## config.mk

```make
export PLATFORM = sky130hd
export DESIGN_NAME = pool2x2_ctrl
export DESIGN_NICKNAME = d
export VERILOG_FILES = /design/src/rtl/pool2x2_ctrl.sv
export SDC_FILE = /design/constraint.sdc
export NUM_CORES = 1
export LEC_CHECK = 0
export CAP_MARGIN = 30
export CORE_ASPECT_RATIO = 0.75
export CORE_UTILIZATION = 26
export CTS_CLUSTER_DIAMETER = 200
export DETAILED_ROUTE_END_ITERATION = 12
export GPL_ROUTABILITY_DRIVEN = 1
export HOLD_SLACK_MARGIN = 0.1
export PLACE_DENSITY = 0.79
export SYNTH_ARGS = -nofsm -noshare
export SYNTH_HDL_FRONTEND = slang
export SYNTH_SLANG_ARGS = --single-unit
```

## constraint.sdc

```tcl
create_clock -name clk -period 1.9 [get_ports clk]
set_clock_uncertainty 0.1 [all_clocks]
set_input_delay 0.285 -clock clk [delete_from_list [all_inputs] [get_ports clk]]
set_output_delay 0.285 -clock clk [all_outputs]
set_load 0.005 [all_outputs]
```

## src/rtl/pool2x2_ctrl.sv

```systemverilog
// pool2x2_ctrl: sequences a full input map through the 2x2 max-pooling unit.
// Each window costs 6 cycles: 4 READ, 1 SHIFT (last pool_en), 1 WRITE.
// The data path is pure pass-through; only addresses and strobes live here.
module pool2x2_ctrl #(
   parameter int IMG_W    = 64,
   parameter int IMG_H    = 64,
   parameter int ADDR_W   = 12,
   parameter int DATA_W   = 32,
   parameter int IN_BASE  = 0,
   parameter int OUT_BASE = 0
) (
   input  logic              clk,
   input  logic              rst,
   input  logic              start,
   output logic              busy,
   output logic              done,
   output logic              rd_en,
   output logic [ADDR_W-1:0] rd_addr,
   input  logic [DATA_W-1:0] rd_data,
   output logic              pool_en,
   output logic [DATA_W-1:0] pool_din,
   input  logic [DATA_W-1:0] pool_dout,
   output logic              wr_en,
   output logic [ADDR_W-1:0] wr_addr,
   output logic [DATA_W-1:0] wr_data
);

   localparam int WIN_X = IMG_W / 2;
   localparam int WIN_Y = IMG_H / 2;
   localparam int CW    = (WIN_X > 1) ? $clog2(WIN_X) : 1;
   localparam int RW    = (WIN_Y > 1) ? $clog2(WIN_Y) : 1;

   typedef enum logic [2:0] {
      S_IDLE,
      S_READ,
      S_SHIFT,
      S_WRITE,
      S_DONE
   } state_t;

   state_t          state_q, state_d;
   logic [RW-1:0]   r_q, r_d;
   logic [CW-1:0]   c_q, c_d;
   logic [1:0]      k_q, k_d;
   logic            pool_en_q, pool_en_d;

   logic            last_col;
   logic            last_win;
   logic [ADDR_W-1:0] row_a, col_a, rd_addr_c, wr_addr_c;

   assign last_col = (c_q == CW'(WIN_X - 1));
   assign last_win = last_col && (r_q == RW'(WIN_Y - 1));

   // Address generation; arithmetic is done modulo 2^ADDR_W throughout,
   // which matches truncating the full-width result.
   always_comb begin
      row_a     = ADDR_W'(2 * 32'(r_q) + 32'(k_q[1]));
      col_a     = ADDR_W'(2 * 32'(c_q) + 32'(k_q[0]));
      rd_addr_c = ADDR_W'(IN_BASE) + row_a * ADDR_W'(IMG_W) + col_a;
      wr_addr_c = ADDR_W'(OUT_BASE) + ADDR_W'(r_q) * ADDR_W'(WIN_X) + ADDR_W'(c_q);
   end

   // State, window counters and the pool_en delay flop.
   always_ff @(posedge clk or posedge rst) begin
      if (rst) begin
         state_q   <= S_IDLE;
         r_q       <= '0;
         c_q       <= '0;
         k_q       <= '0;
         pool_en_q <= 1'b0;
      end else begin
         state_q   <= state_d;
         r_q       <= r_d;
         c_q       <= c_d;
         k_q       <= k_d;
         pool_en_q <= pool_en_d;
      end
   end

   // Next-state and counter sequencing.
   always_comb begin
      state_d   = state_q;
      r_d       = r_q;
      c_d       = c_q;
      k_d       = k_q;
      pool_en_d = (state_q == S_READ);
      case (state_q)
         S_IDLE: begin
            if (start) begin
               r_d     = '0;
               c_d     = '0;
               k_d     = '0;
               state_d = S_READ;
            end
         end
         S_READ: begin
            k_d = k_q + 2'd1;
            if (k_q == 2'd3) state_d = S_SHIFT;
         end
         S_SHIFT: state_d = S_WRITE;
         S_WRITE: begin
            k_d = '0;
            if (last_win) begin
               state_d = S_DONE;
            end else begin
               state_d = S_READ;
               if (last_col) begin
                  c_d = '0;
                  r_d = r_q + RW'(1);
               end else begin
                  c_d = c_q + CW'(1);
               end
            end
         end
         S_DONE:  state_d = S_IDLE;
         default: state_d = S_IDLE;
      endcase
   end

   assign busy     = (state_q != S_IDLE);
   assign done     = (state_q == S_DONE);
   assign rd_en    = (state_q == S_READ);
   assign wr_en    = (state_q == S_WRITE);
   // Addresses are held at zero outside their strobe so idle/reset values are 0.
   assign rd_addr  = rd_en ? rd_addr_c : '0;
   assign wr_addr  = wr_en ? wr_addr_c : '0;
   assign pool_en  = pool_en_q;
   assign pool_din = rd_data;
   assign wr_data  = pool_dout;

endmodule

```

* Word level (Yosys, flattened, before mapping)
Index checks and enable logic that the tools add are counted. Widths: inputs -> output; s select.
Word-level totals: register bits 16, bits in latches 0, RAM bits 0, ROM bits 0, input bits 67, output and inout bits 93, logic and storage cells 47, memories kept 0
Operators by class: $add $sub $neg 7, multiply operators 0, divide/modulo/power cells 0, magnitude comparators 0, equality and inequality tests 11, shift operators 0, mux-type cells 15, bitwise operators 0, reduce and logical (&&, ||, !) cells 9
Operator list (count):
- $mux 5 | 5
- $pmux 5 s2 | 2
- $add 12x7->12 | 1
- $mux 12 | 1
- $pmux 3 s4 | 1
- $add 10x5->11 | 1
- $mux 11 | 1
- $add 5x1->5 const B | 2
- $eq 5x5->1 const B | 2
- $mux 3 | 3
- $add 6x1->7 | 1
- $add 6x1->6 | 1
- $eq 3x2->1 const B | 2
- $pmux 2 s3 | 1
- $reduce_bool 3->1 | 2
- $ne 2x1->1 const B | 2
- $ne 2x2->1 const B | 2
- $reduce_and 2->1 | 2
- $reduce_and 4->1 | 1
- $eq 3x1->1 const B | 1
- $eq 3x3->1 const B | 1
- $logic_not 3->1 | 1
- $reduce_and 3->1 | 1
- $add 2x1->2 const B | 1
- other kinds (4) | 4

* Logic depth before layout (Yosys ltp)
Gate-level depths: netlist of run 1.
depth after elaboration 4, depth in mapped cells 8, mapped depth without buffers 7

* Least setup slack after synthesis of run 1
OpenSTA, ideal clock, no wires.
path type flip-flop to flip-flop, start point reg c_q[0], end point reg c_q[2], setup time 0.124 ns, arrival time 1.789 ns, required time 1.676 ns, setup slack -0.113 ns, stages on the path, launching flop included 9, buffers on the path 1, clock period less this slack 2.013 ns, path through dfrtp_1 ha_1 and3_1 ha_1 clkbuf_1 nand2_1 nand3_1 a21o_1 a211o_1
On the way: word-level cells in the longest chain between the ends 4, elaborated cells on any way between the ends 8, those cells by class add/sub (1); eq/ne (2); mux (3); reduce/logical (2)
RTL lines:
- from (decl) | RTL line 43 | logic [CW-1:0] c_q, c_d;
- from (signal assigned) | RTL line 68 | c_q <= '0;
- from (signal assigned) | RTL line 74 | c_q <= c_d;
- $add 5x1->5 or $eq 5x5->1 (tied branches) | RTL line 111, 51
- $mux 5 or $logic_and 1x1->1 (tied branches) | RTL line 107, 52
- $mux 5 or $ne 2x2->1 (tied branches)
- $pmux 5 s2 or $reduce_and 3->1 (tied branches)
Parallel ways exist; a longest one is shown, timed or not. The select of a mux whose other input is x is not followed. A chain may end at the register's enable or synchronous reset.

* Worst setup path in the final report of run 1
start point reg c_q[0], end point reg c_q[3]
Same word-level chain as after synthesis.

==> summary.md, run 1 <==
| Metric | Value |
|---|---|
| Design Power | `2.19 mW` |
| WP data arrival | `between 1.5 and 2 ns` |
| WL/cell | `13.3 microns` |
| Commonest non-fill, non-tap cells in the layout | `buf_4 (20), and2_1 (18), dfrtp_1 (14), buf_6 (11), dlygate4sd2_1 (9)` |
| Post-Synthesis Cells | `about 170` |
| Fmax | `534 MHz` |
| Syn. warnings | `0` |
| Area leader, netlist | `buf_4` |
| GRT met1 Usage | `12.3%` |
| Max Cap Violations | `0` |
| RSZ-0062 raised after global routing | `yes` |
| FF-to-FF path depth | `7` |
| Endpoints failing hold | `0` |
| Avg Inst Size Synth | `8.88 sq um` |
| R2R Setup Slk | `around 0.028 ns` |
| Worst setup margin | `0.0280 ns` |
| Worst r2r dst | `c_q[3]` |
| # IOs | `160` |
| Cell row count | `23` |
| Final ANT Viol Nets | `0` |
| Crit path kind | `reg2reg` |
| Pre-CTS setup slack | `-0.0205 ns` |
| Layout cells sized above 1 | `38.1%` |
| Seq cells post-synth | `16` |
| Pleak | `0.843 nW` |
| Vias in the first global route | `979` |
| Pwr per Cell Area | `1290 nW/um^2` |
| Die H | `67.6 microns` |
| Clock Path Buffers | `2` |
| Vias | `1,014` |
| DRT iter0 DRCs | `14` |
| First-pass GRT wire length | `4920 microns` |
| Crit-path max FO | `6` |
| CTS buffer count | `3` |
| Clock Latency Late Sink | `0.25 ns` |
| Final period util | `98.5%` |
| VDD IR max | `0.323 mV` |
| CTS Sinks | `16` |
| Top cell type's share of synthesized area | `33.7%` |
| Startpoint types | `flop` |
| Initial antenna violation count | `0` |
| CTS tree | `done` |
| Setup-failing EPs final | `0` |
| Port bufs | `29` |
| Placed Instances | `between 200 and 250` |
| Routability cong. | `0.761` |
| Worst flop-to-flop path startpoint | `c_q[0]` |
| Yosys cell types | `36` |
| Busiest grt layer | `met2` |
| Final Non-Filler Cells | `235` |
| Largest cells by area after synthesis | `buf_4 (34%), dfrtp_1 (27%), and2_1 (8.8%), ha_1 (4.2%), a22o_1 (2.3%)` |
| Met2 Resource Use GR | `19.4%` |
| Routed wire length | `between 3000 and 4000 microns` |
| Die width | `89.5 microns` |
| Commonest non-fill, non-tap cell in the layout | `buf_4` |
| Status | `finished, final reports clean` |
| Crit path required time | `1.94 ns` |
| CTS Root Cell | `clkbuf_8` |
| Total iterations of the first detailed-routing run | `4` |
| Core ar. | `5440 sq um` |
| Max Slew Vio Count | `0` |
| Die area | `6050 sq um` |
| Post-DP HPWL | `2090 microns` |
| Hold Path Class | `in2async` |
| Register area share after synthesis | `between 20% and 30%` |
| Met3 Use GR | `4.52%` |
| Post-Syn Area | `1490 sq um` |
| DRC | `0` |
| Hold WS | `approximately 0.32 ns` |
| H-tree depth | `1` |
| GR Util All Layers | `11.1%` |
| Worst-Margin Slew | `0.634 ns` |
| Placed cell areas | `1490 sq um` |
| Minimum clock period | `1.87 ns` |
| Clock transition at path regs | `0.07 ns` |
| Largest net degree at the start of global routing | `17` |
| Nets@finish | `233` |
| Area Growth Syn to Fin | `13.8%` |
| N_diodes | `0` |
| Worst slew margin | `between 50% and 60%` |
| GRT overflow | `0` |
| Worst setup EP type | `flop` |
| Initial Util | `27.4%` |
| Vias per std cell | `4.31` |
| Final Instance Area | `1700 sq um` |
-- registers in the layout (all words and copies together), names as in the netlist --
signal / count
state_q: 3
k_q: 2
r_q: 5
pool_en: 1
c_q: 5
-- power by group --
group          total, mW  switching, mW  internal, mW
Combinational       1.36          0.543         0.820
Sequential         0.519         0.0790         0.440
Clock              0.304          0.120         0.184
Total               2.19          0.742          1.44
-- metal layers --
metal | share of wire, % | wire (microns) | vias to the layer above
met5 | 0 | 0 | -
met4 | 0.57 | 18 | 0
met3 | 7.9 | 248 | 4
met2 | 50 | 1550 | 50
met1 | 42 | 1320 | 481
li1 | - | - | 479
-- layout make-up --
cell class                 count  area [sq um]
tap                           75          93.8
timing repair inverter         1          6.26
timing repair buffer          58           508
sequential                    16           403
fill                         574          3740
clock buffer                   4          55.1
multi-input combinational     78           614
inverter                       3          16.3
-- cell usage after synthesis --
cell type,n
inv_2,1
nand4b_1,1
or3_1,2
nor4b_1,2
nand3_1,3
a22o_1,4
mux2_2,2
nor3b_1,2
nor4_1,1
mux2i_1,1
o21ai_0,1
o21ai_1,3
nor3b_2,1
a211oi_1,1
nor2b_1,2
nand3b_4,1
or3b_1,1
a21oi_1,1
conb_1,1
and3_1,3
nand3b_1,2
clkbuf_1,2
nand2_1,3
a31o_2,1
inv_1,2
a21o_1,2
o21bai_1,1
dfrtp_1,16
and2_1,21
a211o_1,2
nor2_1,5
a32o_1,1
buf_4,67
buf_2,3
ha_1,5
nor3_1,1
-- worst max-delay path, cell delays in order (launching register included) --
cell	delay, ns
dfrtp_1	0.39
ha_2	0.19
and3_1	0.21
ha_4	0.19
nand2_4	0.08
nand3_1	0.08
a21o_1	0.22
a211o_1	0.30
-- per-stage QoR --
| stage | TNS, ns | utilization [%] |
|---|---|---|
| floorplan | 0 | - |
| global placement | 0 | 27.3 |
| detailed placement | -0.0440 | 27.3 |
| CTS | 0 | 30.2 |
| global route | -0.177 | 31.2 |
| finish | 0 | 31.2 |
-- worst max-delay path by stage --
stage	start	end	slack [ns]
2_1_floorplan	c_q[1]	c_q[2]	0.01
6_report	c_q[0]	c_q[3]	0.03
4_1_cts	state_q[1]	wr_addr[0]	0.005
5_1_grt	state_q[2]	rd_addr[4]	-0.06
3_5_place_dp	start	c_q[3]	-0.02
3_3_place_gp	start	c_q[2]	0.002
-- logic make-up (layout without fill, tap and decap cells) --
logic type      after synthesis  after routing  share of synthesized area [%]
mux                           3              3                           2.18
fa+ha+maj                     5              5                           4.19
compound gates               17             17                           8.47
simple gates                 51             51                           22.1
flops                        16             16                           26.8
buf+inv                      75             66                           36.0
other cells                   1              2                          0.251
-- repair_timing --
| item | CTS | global route |
|---|---|---|
| setup endpoints to repair | 31 | 28 |
| gates cloned | 2 | 0 |
| setup buffers | 10 | 2 |
| gates resized for setup | 59 | 26 |
| pin swaps | 3 | 2 |
| hold buffers | 0 | 0 |
Note: power is estimated with default switching activity, not from simulation.
==> run 2: changes to the inputs <==
--- a/config.mk
+++ b/config.mk
@@ -10,7 +10,6 @@
 export CORE_UTILIZATION = 26
 export CTS_CLUSTER_DIAMETER = 200
 export DETAILED_ROUTE_END_ITERATION = 12
-export GPL_ROUTABILITY_DRIVEN = 1
 export HOLD_SLACK_MARGIN = 0.1
 export PLACE_DENSITY = 0.79
 export SYNTH_ARGS = -nofsm -noshare
==> results of run 2 <==
Final layout, timing and power as in run 1 (identical DEF).
